==> config.mk <==
export PLATFORM = sky130hd
export DESIGN_NAME = lp_dcs_cmd_tx_flat
export DESIGN_NICKNAME = d
export VERILOG_FILES = /design/src/rtl/dphy_lp_pkg.sv /design/src/rtl/lp_dcs_cmd_tx_if.sv /design/src/rtl/dsi_ecc.sv /design/src/rtl/lp_dcs_cmd_tx.sv /design/src/flat_wrapper.sv
export SDC_FILE = /design/constraint.sdc
export NUM_CORES = 1
export LEC_CHECK = 0
export CAP_MARGIN = 15
export CORE_AREA = 10 10 81 83
export DETAILED_ROUTE_END_ITERATION = 8
export DIE_AREA = 0 0 91 93
export HOLD_SLACK_MARGIN = 0.12
export MAX_ROUTING_LAYER = met4
export RECOVER_POWER = 50
export SYNTH_ARGS = -nofsm -noshare
export SYNTH_HDL_FRONTEND = slang
export SYNTH_SLANG_ARGS = --single-unit
==> constraint.sdc <==
create_clock -name i_CLK_100MHZ -period 2.17 [get_ports i_CLK_100MHZ]
set_input_delay 0.217 -clock i_CLK_100MHZ [delete_from_list [all_inputs] [get_ports i_CLK_100MHZ]]
set_output_delay 0.217 -clock i_CLK_100MHZ [all_outputs]
set_load 0.02 [all_outputs]
==> src/rtl/dphy_lp_pkg.sv <==
// Shared D-PHY low-power definitions: LP line states, escape/data-type codes,
// transmitter state encoding and the DSI packet-header ECC.
package dphy_lp_pkg;

    localparam logic [1:0] LP11 = 2'b11;
    localparam logic [1:0] LP10 = 2'b10;
    localparam logic [1:0] LP01 = 2'b01;
    localparam logic [1:0] LP00 = 2'b00;

    localparam logic [7:0] ESC_LPDT   = 8'hE1;
    localparam logic [5:0] DT_DCS_SW0 = 6'h05;

    typedef enum logic [2:0] {
        IDLE,
        STOP_HOLD,
        ENTRY,
        ESC_CMD,
        DATA,
        EXIT,
        DONE
    } tx_state_e;

    // Spaced-one-hot mark slot for one bit; the following space slot is always LP00.
    function automatic logic [1:0] lp_bit(input logic b);
        return b ? LP10 : LP01;
    endfunction

    function automatic logic [5:0] dsi_ecc24(input logic [23:0] d);
        logic [5:0] p;
        p[0] = d[0] ^ d[1] ^ d[2] ^ d[4] ^ d[5] ^ d[7] ^ d[10] ^ d[11] ^ d[13]
             ^ d[16] ^ d[20] ^ d[21] ^ d[22] ^ d[23];
        p[1] = d[0] ^ d[1] ^ d[3] ^ d[4] ^ d[6] ^ d[8] ^ d[10] ^ d[12] ^ d[14]
             ^ d[17] ^ d[20] ^ d[21] ^ d[22] ^ d[23];
        p[2] = d[0] ^ d[2] ^ d[3] ^ d[5] ^ d[6] ^ d[9] ^ d[11] ^ d[12] ^ d[15]
             ^ d[18] ^ d[20] ^ d[21] ^ d[22];
        p[3] = d[1] ^ d[2] ^ d[3] ^ d[7] ^ d[8] ^ d[9] ^ d[13] ^ d[14] ^ d[15]
             ^ d[19] ^ d[20] ^ d[21] ^ d[23];
        p[4] = d[4] ^ d[5] ^ d[6] ^ d[7] ^ d[8] ^ d[9] ^ d[16] ^ d[17] ^ d[18]
             ^ d[19] ^ d[20] ^ d[22] ^ d[23];
        p[5] = d[10] ^ d[11] ^ d[12] ^ d[13] ^ d[14] ^ d[15] ^ d[16] ^ d[17]
             ^ d[18] ^ d[19] ^ d[21] ^ d[22] ^ d[23];
        return p;
    endfunction

endpackage

==> src/rtl/lp_dcs_cmd_tx_if.sv <==
// Handshake between the power-on init sequencer (master) and the LPDT
// command transmitter (slave).
interface lp_dcs_cmd_tx_if;
    logic i_start;
    logic i_state;
    logic o_eoc;
    logic o_busy;
    logic o_start_err;

    modport master (output i_start, i_state, input o_eoc, o_busy, o_start_err);
    modport slave  (input i_start, i_state, output o_eoc, o_busy, o_start_err);
endinterface

==> src/rtl/dsi_ecc.sv <==
// Combinational DSI packet-header Hamming ECC: 24 header bits {D1,D0,DI} in, 6 parity bits out.
module dsi_ecc
    import dphy_lp_pkg::*;
(
    input  logic [23:0] data_i,
    output logic [5:0]  ecc_o
);
    assign ecc_o = dsi_ecc24(data_i);
endmodule

==> src/rtl/lp_dcs_cmd_tx.sv <==
// LPDT escape-mode transmitter: sends one DCS short-write packet on lane 0
// as spaced-one-hot LP states, then pulses end-of-command to the sequencer.
module lp_dcs_cmd_tx
    import dphy_lp_pkg::*;
#(
    parameter int unsigned TLPX     = 10,
    parameter logic [7:0]  CMD_SEL1 = 8'h11,
    parameter logic [7:0]  CMD_SEL0 = 8'h29,
    parameter logic [1:0]  VC       = 2'd0
) (
    input  logic           i_CLK_100MHZ,
    input  logic           i_reset,
    lp_dcs_cmd_tx_if.slave seq_if,
    output logic [1:0]     o_lp0_out,
    output logic           o_lp0_dir
);

    localparam int unsigned   CW       = $clog2(TLPX);
    localparam logic [CW-1:0] CNT_LOAD = CW'(TLPX - 1);

    tx_state_e        state_q, state_d;
    logic [CW-1:0]    cnt_q, cnt_d;
    logic [1:0]       step_q, step_d;
    logic             half_q, half_d;
    logic [2:0]       bit_q, bit_d;
    logic [1:0]       byte_q, byte_d;
    logic [1:0]       lp_q, lp_d;
    logic             start_q;
    logic             err_q, err_d;
    logic [2:0][7:0]  pkt_q, pkt_d;

    logic [5:0]       ecc;
    logic [3:0][7:0]  tx_bytes;
    logic [7:0]       cur_byte, nxt_byte;
    logic [2:0]       nbit;
    logic             trig, busy, slot_end;

    dsi_ecc u_ecc (
        .data_i (pkt_q),
        .ecc_o  (ecc)
    );

    assign tx_bytes = {2'b00, ecc, pkt_q};
    assign cur_byte = tx_bytes[byte_q];
    assign nxt_byte = tx_bytes[byte_q + 2'd1];
    assign nbit     = bit_q + 3'd1;
    assign trig     = seq_if.i_start & ~start_q;
    assign busy     = (state_q != IDLE) && (state_q != DONE);
    assign slot_end = (cnt_q == '0);

    always_comb begin
        state_d = state_q;
        cnt_d   = slot_end ? CNT_LOAD : cnt_q - CW'(1);
        step_d  = step_q;
        half_d  = half_q;
        bit_d   = bit_q;
        byte_d  = byte_q;
        lp_d    = lp_q;
        pkt_d   = pkt_q;
        err_d   = err_q | (trig & busy);

        case (state_q)
            IDLE: begin
                cnt_d = CNT_LOAD;
                if (trig) begin
                    state_d = STOP_HOLD;
                    lp_d    = LP11;
                    pkt_d   = {8'h00, (seq_if.i_state ? CMD_SEL1 : CMD_SEL0), {VC, DT_DCS_SW0}};
                end
            end
            STOP_HOLD: if (slot_end) begin
                state_d = ENTRY;
                step_d  = '0;
                lp_d    = LP10;
            end
            ENTRY: if (slot_end) begin
                step_d = step_q + 2'd1;
                case (step_q)
                    2'd0:    lp_d = LP00;
                    2'd1:    lp_d = LP01;
                    2'd2:    lp_d = LP00;
                    default: begin
                        state_d = ESC_CMD;
                        half_d  = 1'b0;
                        bit_d   = '0;
                        lp_d    = lp_bit(ESC_LPDT[7]);
                    end
                endcase
            end
            // Escape code goes MSB first: index 7-n is ~n for a 3-bit n.
            ESC_CMD: if (slot_end) begin
                half_d = ~half_q;
                if (!half_q) begin
                    lp_d = LP00;
                end else if (bit_q == 3'd7) begin
                    state_d = DATA;
                    bit_d   = '0;
                    byte_d  = '0;
                    lp_d    = lp_bit(tx_bytes[0][0]);
                end else begin
                    bit_d = nbit;
                    lp_d  = lp_bit(ESC_LPDT[~nbit]);
                end
            end
            DATA: if (slot_end) begin
                half_d = ~half_q;
                bit_d  = half_q ? nbit : bit_q;
                if (!half_q) begin
                    lp_d = LP00;
                end else if (bit_q == 3'd7 && byte_q == 2'd3) begin
                    state_d = EXIT;
                    step_d  = '0;
                    lp_d    = LP10;
                end else if (bit_q == 3'd7) begin
                    byte_d = byte_q + 2'd1;
                    lp_d   = lp_bit(nxt_byte[0]);
                end else begin
                    lp_d = lp_bit(cur_byte[nbit]);
                end
            end
            EXIT: if (slot_end) begin
                lp_d   = LP11;
                step_d = step_q + 2'd1;
                if (step_q != '0) state_d = DONE;
            end
            DONE: begin
                cnt_d   = CNT_LOAD;
                state_d = IDLE;
            end
            default: state_d = IDLE;
        endcase
    end

    always_ff @(posedge i_CLK_100MHZ) begin
        if (i_reset) begin
            state_q <= IDLE;
            cnt_q   <= CNT_LOAD;
            step_q  <= '0;
            half_q  <= 1'b0;
            bit_q   <= '0;
            byte_q  <= '0;
            lp_q    <= LP11;
            start_q <= 1'b0;
            err_q   <= 1'b0;
            pkt_q   <= '0;
        end else begin
            state_q <= state_d;
            cnt_q   <= cnt_d;
            step_q  <= step_d;
            half_q  <= half_d;
            bit_q   <= bit_d;
            byte_q  <= byte_d;
            lp_q    <= lp_d;
            start_q <= seq_if.i_start;
            err_q   <= err_d;
            pkt_q   <= pkt_d;
        end
    end

    assign seq_if.o_busy      = busy;
    assign seq_if.o_eoc       = (state_q == DONE);
    assign seq_if.o_start_err = err_q;
    assign o_lp0_out          = lp_q;
    assign o_lp0_dir          = 1'b1;

endmodule

==> src/flat_wrapper.sv <==
// flat-port wrapper written by rule: the top's interface ports become plain ports
module lp_dcs_cmd_tx_flat import dphy_lp_pkg::*;
#(
    parameter int unsigned TLPX     = 10,
    parameter logic [7:0]  CMD_SEL1 = 8'h11,
    parameter logic [7:0]  CMD_SEL0 = 8'h29,
    parameter logic [1:0]  VC       = 2'd0
)
  (i_CLK_100MHZ, i_reset, o_lp0_out, o_lp0_dir, seq_if_i_start, seq_if_i_state, seq_if_o_eoc, seq_if_o_busy, seq_if_o_start_err);
  lp_dcs_cmd_tx_if seq_if_i ();
  input  logic i_CLK_100MHZ;
  input  logic i_reset;
  output logic [1:0] o_lp0_out;
  output logic o_lp0_dir;
  input wire logic [$bits(seq_if_i.i_start)-1:0] seq_if_i_start;
  input wire logic [$bits(seq_if_i.i_state)-1:0] seq_if_i_state;
  output wire logic [$bits(seq_if_i.o_eoc)-1:0] seq_if_o_eoc;
  output wire logic [$bits(seq_if_i.o_busy)-1:0] seq_if_o_busy;
  output wire logic [$bits(seq_if_i.o_start_err)-1:0] seq_if_o_start_err;
  assign seq_if_i.i_start = seq_if_i_start;
  assign seq_if_i.i_state = seq_if_i_state;
  assign seq_if_o_eoc = seq_if_i.o_eoc;
  assign seq_if_o_busy = seq_if_i.o_busy;
  assign seq_if_o_start_err = seq_if_i.o_start_err;
  lp_dcs_cmd_tx #(.TLPX(TLPX), .CMD_SEL1(CMD_SEL1), .CMD_SEL0(CMD_SEL0), .VC(VC)) u_core (.i_CLK_100MHZ(i_CLK_100MHZ), .i_reset(i_reset), .seq_if(seq_if_i), .o_lp0_out(o_lp0_out), .o_lp0_dir(o_lp0_dir));
endmodule
==> impl_metrics.yaml, run 1 <==
die:
  chipHeight_um: 93
  io_pins: 10
  start_util_pct: 29.2
  die-area_um2: 8460
  core_um2: 5010
  die_w_um: 91
  rows: 26
synthesis:
  yosys.area.top_type_share_pct: 30.1
  ys_top_cells_by_count: "nor2_1 (29), dfxtp_1 (22), inv_1 (14)"
  yosysWarningCount: 0
  synth_xor_area_share_pct: 2.99
  ys_dominant_reg_cell: "dfxtp_1"
  synth.area.top_cells: "dfxtp_1 (30%), ha_1 (7.7%), nor2_1 (7.4%), mux2i_1 (6.1%), inv_1 (3.6%)"
  yosys.area.top_type: "dfxtp_1"
  synthAdderAreaFrac_pct: 7.69
  synth-seq-area-share_pct: 30.1
  synth_compound_area_share_pct: 19.3
  synth_top_family_by_area: "simple AND/OR/NAND/NOR gates"
  synth_cell_types: 48
  synthesis.area_um2: 1470
  syn_area_per_cell_um2: 8.14
  synth-seq-cells: 22
  yosys.area_share.simple_pct: 26.4
  async_flop_share_pct: 0
  yosysMostFrequentCell: "nor2_1"
  synth_nets: 193
  synthCells: 180
  synth.area.mux_share_pct: 6.15
  synth-edff-count: 0
worst_setup_path:
  worstSetupEndpoint: "seq_if_o_eoc"
  crit_type: "reg2out"
  cp.arrival_ns: 1.72
  r2r_start: "u_core.bit_q[0]"
  cp.required_ns: 1.95
  r2r-end: "u_core.state_q[1]"
  path_max_fanout: 14
  cpMaxStageDelayCell: "clkdlybuf4s50_1"
  path_cells: "buf_4 > nand2_1 > nor2_1 > clkdlybuf4s50_1"
  cp-start-kind: "flop"
  max_stage_delay_ns: 0.61
  r2r_slack_ns: 0.27
  reg2reg_depth: 6
  cp-end-kind: "output pin"
  startpoint: "u_core.state_q[1]"
drt:
  antenna_left: 0
  routed_wirelength_um: 3200
  vias_per_cell: 4.71
  drc: 0
  drtIter0Drc: 98
  wire_per_inst_um: 12.3
  first_pass_iters: 4
  vias: 1224
global_route:
  grt_max_degree: 21
  first_global_vias: 1185
  track_usage_pct: 8.10
  grt_pass1_wl_um: 5620
  grt_overflow: 0
  antenna_found_initial: 0
timing:
  worstMarginPinSlew_ns: 0.915
  slew_headroom_pct: 39.0
  fin_skew_ns: 0.00256
  finalCriticalPeriod_ns: 1.94
  finalHoldViolations: 0
  fmax_mhz: 516
  grt_setup_unrepaired: "no"
  finalSetupViolations: 0
  drv_slew: 0
  finalCritPeriodShare_pct: 89.3
  setup_ws_ns: 0.233
  tns_ns: 0
cells_and_area:
  area_growth_pct: 15.4
  diodes: 0
  drive_above_1_share_pct: 12.6
  fin_nets: 204
clock_network:
  cts_sinks: 22
  htree_levels: 1
  cts_buffer_depth: 2
  cts_hold_buf: 0
  clkLatencyLatePin_ns: 0.27
  tritoncts: "done"
  clk_pin_slew_ns: 0.08
  post_cts_buffers: 0
  cts-buffers-inserted: 3
  clock-root-buffer: "clkbuf_8"
run:
  cap_violations: 0
pwr:
  p_leak_nw: 0.598
  vdd_drop_max_mv: 0.549
  p_per_area_nw_per_um2: 863
min_path:
  hold_class: "reg2reg"
  holdPathStages: 1
place:
  post-dp-hpwl_um: 2410
  dp_slack_ns: 0.220
  globalplace.congestion: 0.804
  io_buffers: 8
outcome:
  outcome: "completed"
## layer usage
| layer | vias up | wire (um) | global-route usage (%) |
|---|---|---|---|
| met2 | 20 | 1340 | 12.2 |
| met4 | 0 | 68 | 3.92 |
| met3 | 5 | 104 | 1.28 |
| met1 | 553 | 1690 | 10.3 |
| li1 | 646 | - | - |
| met5 | - | 0 | - |
## cells in the final DEF, fill, tap and decap left out, types with 3 or more instances in the layout
| cell type | n |
|---|---|
| o21ai_0 | 6 |
| nand2_1 | 12 |
| nand3_1 | 3 |
| nor2b_1 | 5 |
| buf_4 | 6 |
| clkbuf_8 | 4 |
| nor3_1 | 7 |
| a21oi_1 | 9 |
| mux2i_1 | 9 |
| a31oi_1 | 5 |
| ha_1 | 8 |
| nor2_1 | 29 |
| inv_1 | 14 |
| dfxtp_1 | 21 |
| clkdlybuf4s50_1 | 4 |
| xnor2_1 | 3 |
| dlygate4sd3_1 | 4 |
## worst max-delay path, delay by kind of cell, from the launching register on
| family | cells | cell delay (ns) |
|---|---|---|
| buf+inv | 2 | 0.83 |
| flops | 1 | 0.37 |
| simple gates | 2 | 0.25 |
## through the flow
step           util (%)  instances  cell area, um2  hold slack, ns  power (mW)
6_report           33.7        260            1690           0.408        1.46
5_1_grt            33.7        260            1690           0.428        1.57
4_1_cts            33.8        260            1700           0.410        1.48
3_5_place_dp       32.7        256            1640           0.390        1.17
3_3_place_gp       32.7        256            1640           0.385        1.17
2_1_floorplan         -        180            1470           0.364       0.994
## layout make-up
class | count | area [um2]
Tap cell | 70 | 87.6
Sequential cell | 22 | 442
Fill cell | 543 | 3320
Multi-Input combinational cell | 134 | 921
Timing Repair Buffer | 16 | 133
Clock buffer | 4 | 55.1
Inverter | 14 | 52.6
## state kept, by name (all words and copies together), names as in the netlist
signal	count
u_core.cnt_q	4
u_core.bit_q	3
u_core.pkt_q	3
u_core.state_q	3
u_core.byte_q	2
u_core.o_lp0_out	2
u_core.step_q	2
u_core.half_q	1
u_core.seq_if.o_start_err	1
u_core.start_q	1
## kinds of logic (layout without fill, tap and decap cells)
logic type | after synthesis | count (layout)
XOR/XNOR | 5 | 5
other | 1 | 1
flip-flops | 22 | 22
AND/OR/NAND/NOR | 72 | 72
AO/OA/AOI/OAI | 38 | 38
multiplexers | 9 | 9
adder cells (fa/ha/maj) | 9 | 9
buffers and inverters | 24 | 34
## how the worst min path moves through the flow
stage                       endpoint            start
finish               u_core.cnt_q[0]  u_core.cnt_q[0]
floorplan           u_core.pkt_q[12]   seq_if_i_state
detailed placement   u_core.cnt_q[0]  u_core.cnt_q[0]
global route         u_core.cnt_q[0]  u_core.cnt_q[0]
global placement     u_core.cnt_q[0]  u_core.cnt_q[0]
CTS                  u_core.cnt_q[0]  u_core.cnt_q[0]
## report_power, final
group / leakage [nW] / switching [mW] / internal [mW] / total (mW)
combinational: 0.389 / 0.330 / 0.269 / 0.599
sequential: 0.179 / 0.0898 / 0.465 / 0.555
clock: 0.0288 / 0.143 / 0.162 / 0.305
total: 0.598 / 0.562 / 0.896 / 1.46
## repair_timing
item / CTS / global route
gates resized for setup: 0 / 3
endpoints found under the hold margin: 0 / 0
setup endpoints to repair: 0 / 2
No activity file was read; power rests on OpenSTA's default activity.
==> run 2, diff against run 1 <==
--- a/config.mk
+++ b/config.mk
@@ -6,12 +6,13 @@
 export NUM_CORES = 1
 export LEC_CHECK = 0
 export CAP_MARGIN = 15
-export CORE_AREA = 10 10 81 83
+export CORE_AREA = 10 10 92 74
 export DETAILED_ROUTE_END_ITERATION = 8
-export DIE_AREA = 0 0 91 93
+export DIE_AREA = 0 0 102 84
 export HOLD_SLACK_MARGIN = 0.12
 export MAX_ROUTING_LAYER = met4
 export RECOVER_POWER = 50
+export REMOVE_ABC_BUFFERS = 1
 export SYNTH_ARGS = -nofsm -noshare
 export SYNTH_HDL_FRONTEND = slang
 export SYNTH_SLANG_ARGS = --single-unit
==> run 2 against run 1 <==
Compared with the run above: sequential power fell by 1%; critical path depth rose by 2; non-clock buffer count rose by 4; flip-flop and latch count did not move; clock-buffer cell count fell by 1; sequential share of layout area fell by 0.055 points; setup slack got worse by 0.079 ns; register-to-register slack got worse by 0.12 ns; first-iteration DRC count fell by 26%; design area barely moved.
==> impl_metrics.yaml, run 2 (synthesized netlist as in run 1, its figures left out) <==
clock_network:
  tritoncts: "done"
  cts_sinks: 22
  htree_levels: 1
  clk_pin_slew_ns: 0.07
  clock-root-buffer: "clkbuf_8"
  post_cts_resized: 0
  post_cts_buffers: 0
  cts_hold_buf: 0
  cts-buffers-inserted: 3
  cts_buffer_depth: 2
  clkLatencyLatePin_ns: 0.26
min_path:
  hold_class: "reg2reg"
  holdPathStages: 1
worst_setup_path:
  cpMostUsedCell: "ha_1"
  cp-end-kind: "flop"
  cp.required_ns: 2.36
  cpMaxStageDelayCell: "dfxtp_1"
  cp-start-kind: "flop"
  reg2reg_depth: 6
  max_stage_delay_ns: 0.51
  path_cells: "ha_1 > ha_1 > nand2_1 > a22o_1 > or4b_1 > a31oi_1"
  path_max_fanout: 9
  path_delay_family: "simple AND/OR/NAND/NOR gates"
  cp_num_cells: 6
  cp.arrival_ns: 2.21
  crit_type: "reg2reg"
  critPathBufInv: 0
cells_and_area:
  fin_nets: 208
  stdcell_area_um2: 1690
  multi_input_area_um2: 913
  area_growth_pct: 15.3
  largest_reg_flops: 4
  fillers: 549
  seq_area_um2: 440
  drive_above_1_share_pct: 13.0
  diodes: 0
  largest_register: "u_core.cnt_q"
  layout_common_cells: "nor2_1 (29), dfxtp_1 (22), inv_1 (14), nand2_1 (12)"
  layout_commonest_cell: "nor2_1"
place:
  globalplace.congestion: 0.877
  io_buffers: 8
  placed_area_um2: 1660
  post-dp-hpwl_um: 2570
global_route:
  grt_overflow: 0
  grt_max_degree: 13
  track_usage_pct: 8.54
  first_global_vias: 1239
  grt_pass1_wl_um: 5820
  antenna_found_initial: 0
timing:
  finalSetupViolations: 0
  drv_slew: 0
  tns_ns: 0
  worstMarginPinSlew_ns: 0.533
  fin_skew_ns: 0.00124
  fin_hold_ws_ns: 0.410
  finalCritPeriodShare_pct: 92.9
  grt_setup_unrepaired: "no"
  finalHoldViolations: 0
  slew_headroom_pct: 64.0
  finalCriticalPeriod_ns: 2.02
  fmax_mhz: 496
die:
  core_um2: 5120
  die_w_um: 102
  start_util_pct: 28.6
  io_pins: 10
  rows: 23
  chipHeight_um: 84
  die-area_um2: 8570
run:
  cap_violations: 0
pwr:
  p_per_area_nw_per_um2: 845
  vdd_drop_max_mv: 0.274
  p_leak_nw: 0.615
  power_mw: 1.43
drt:
  wire_per_inst_um: 12.7
  vias: 1243
  vias_per_cell: 4.87
  first_pass_iters: 4
  antenna_left: 0
  drc: 0
  drtIter0Drc: 73
  routed_wirelength_um: 3230
outcome:
  outcome: "completed"
-- run 2: layout make-up --
| class | count | area share (%) |
|---|---|---|
| clock buffers | 3 | 2.44 |
| flip-flops and latches | 22 | 26.1 |
| multi-input cells | 134 | 54.1 |
| repair buffers | 20 | 9.70 |
| well taps | 62 | 4.59 |
| inverters | 14 | 3.11 |
-- run 2: worst paths after layout --
path / from / end / slack (ns)
max reg2reg: u_core.bit_q[0] / u_core.state_q[1] / 0.15
min: u_core.cnt_q[0] / u_core.cnt_q[0] / 0.41
min reg2reg: u_core.cnt_q[0] / u_core.cnt_q[0] / 0.41
max: u_core.bit_q[0] / u_core.state_q[1] / 0.15
-- run 2: power breakdown --
| group | internal [mW] | switching [mW] |
|---|---|---|
| Clock | 0.124 | 0.128 |
| Combinational | 0.289 | 0.338 |
| Sequential | 0.463 | 0.0843 |
| Total | 0.876 | 0.551 |
-- run 2: stage by stage --
| stage | setup slack [ns] | std cells | util, % |
|---|---|---|---|
| 6_report | 0.153 | 255 | 33.0 |
| 5_1_grt | 0.0105 | 255 | 33.0 |
| 4_1_cts | 0.156 | 255 | 33.2 |
| 3_5_place_dp | 0.198 | 252 | 32.4 |
| 3_3_place_gp | 0.194 | 252 | 32.4 |
| 2_1_floorplan | 0.278 | 170 | - |
-- run 2: metal layers --
| metal | vias to the layer above | share of wire (%) | track usage [%] |
|---|---|---|---|
| met5 | - | 0 | - |
| met4 | 0 | 2.9 | 5.37 |
| met3 | 7 | 3.4 | 1.41 |
| met2 | 25 | 40 | 11.9 |
| met1 | 558 | 53 | 11.1 |
| li1 | 653 | - | - |
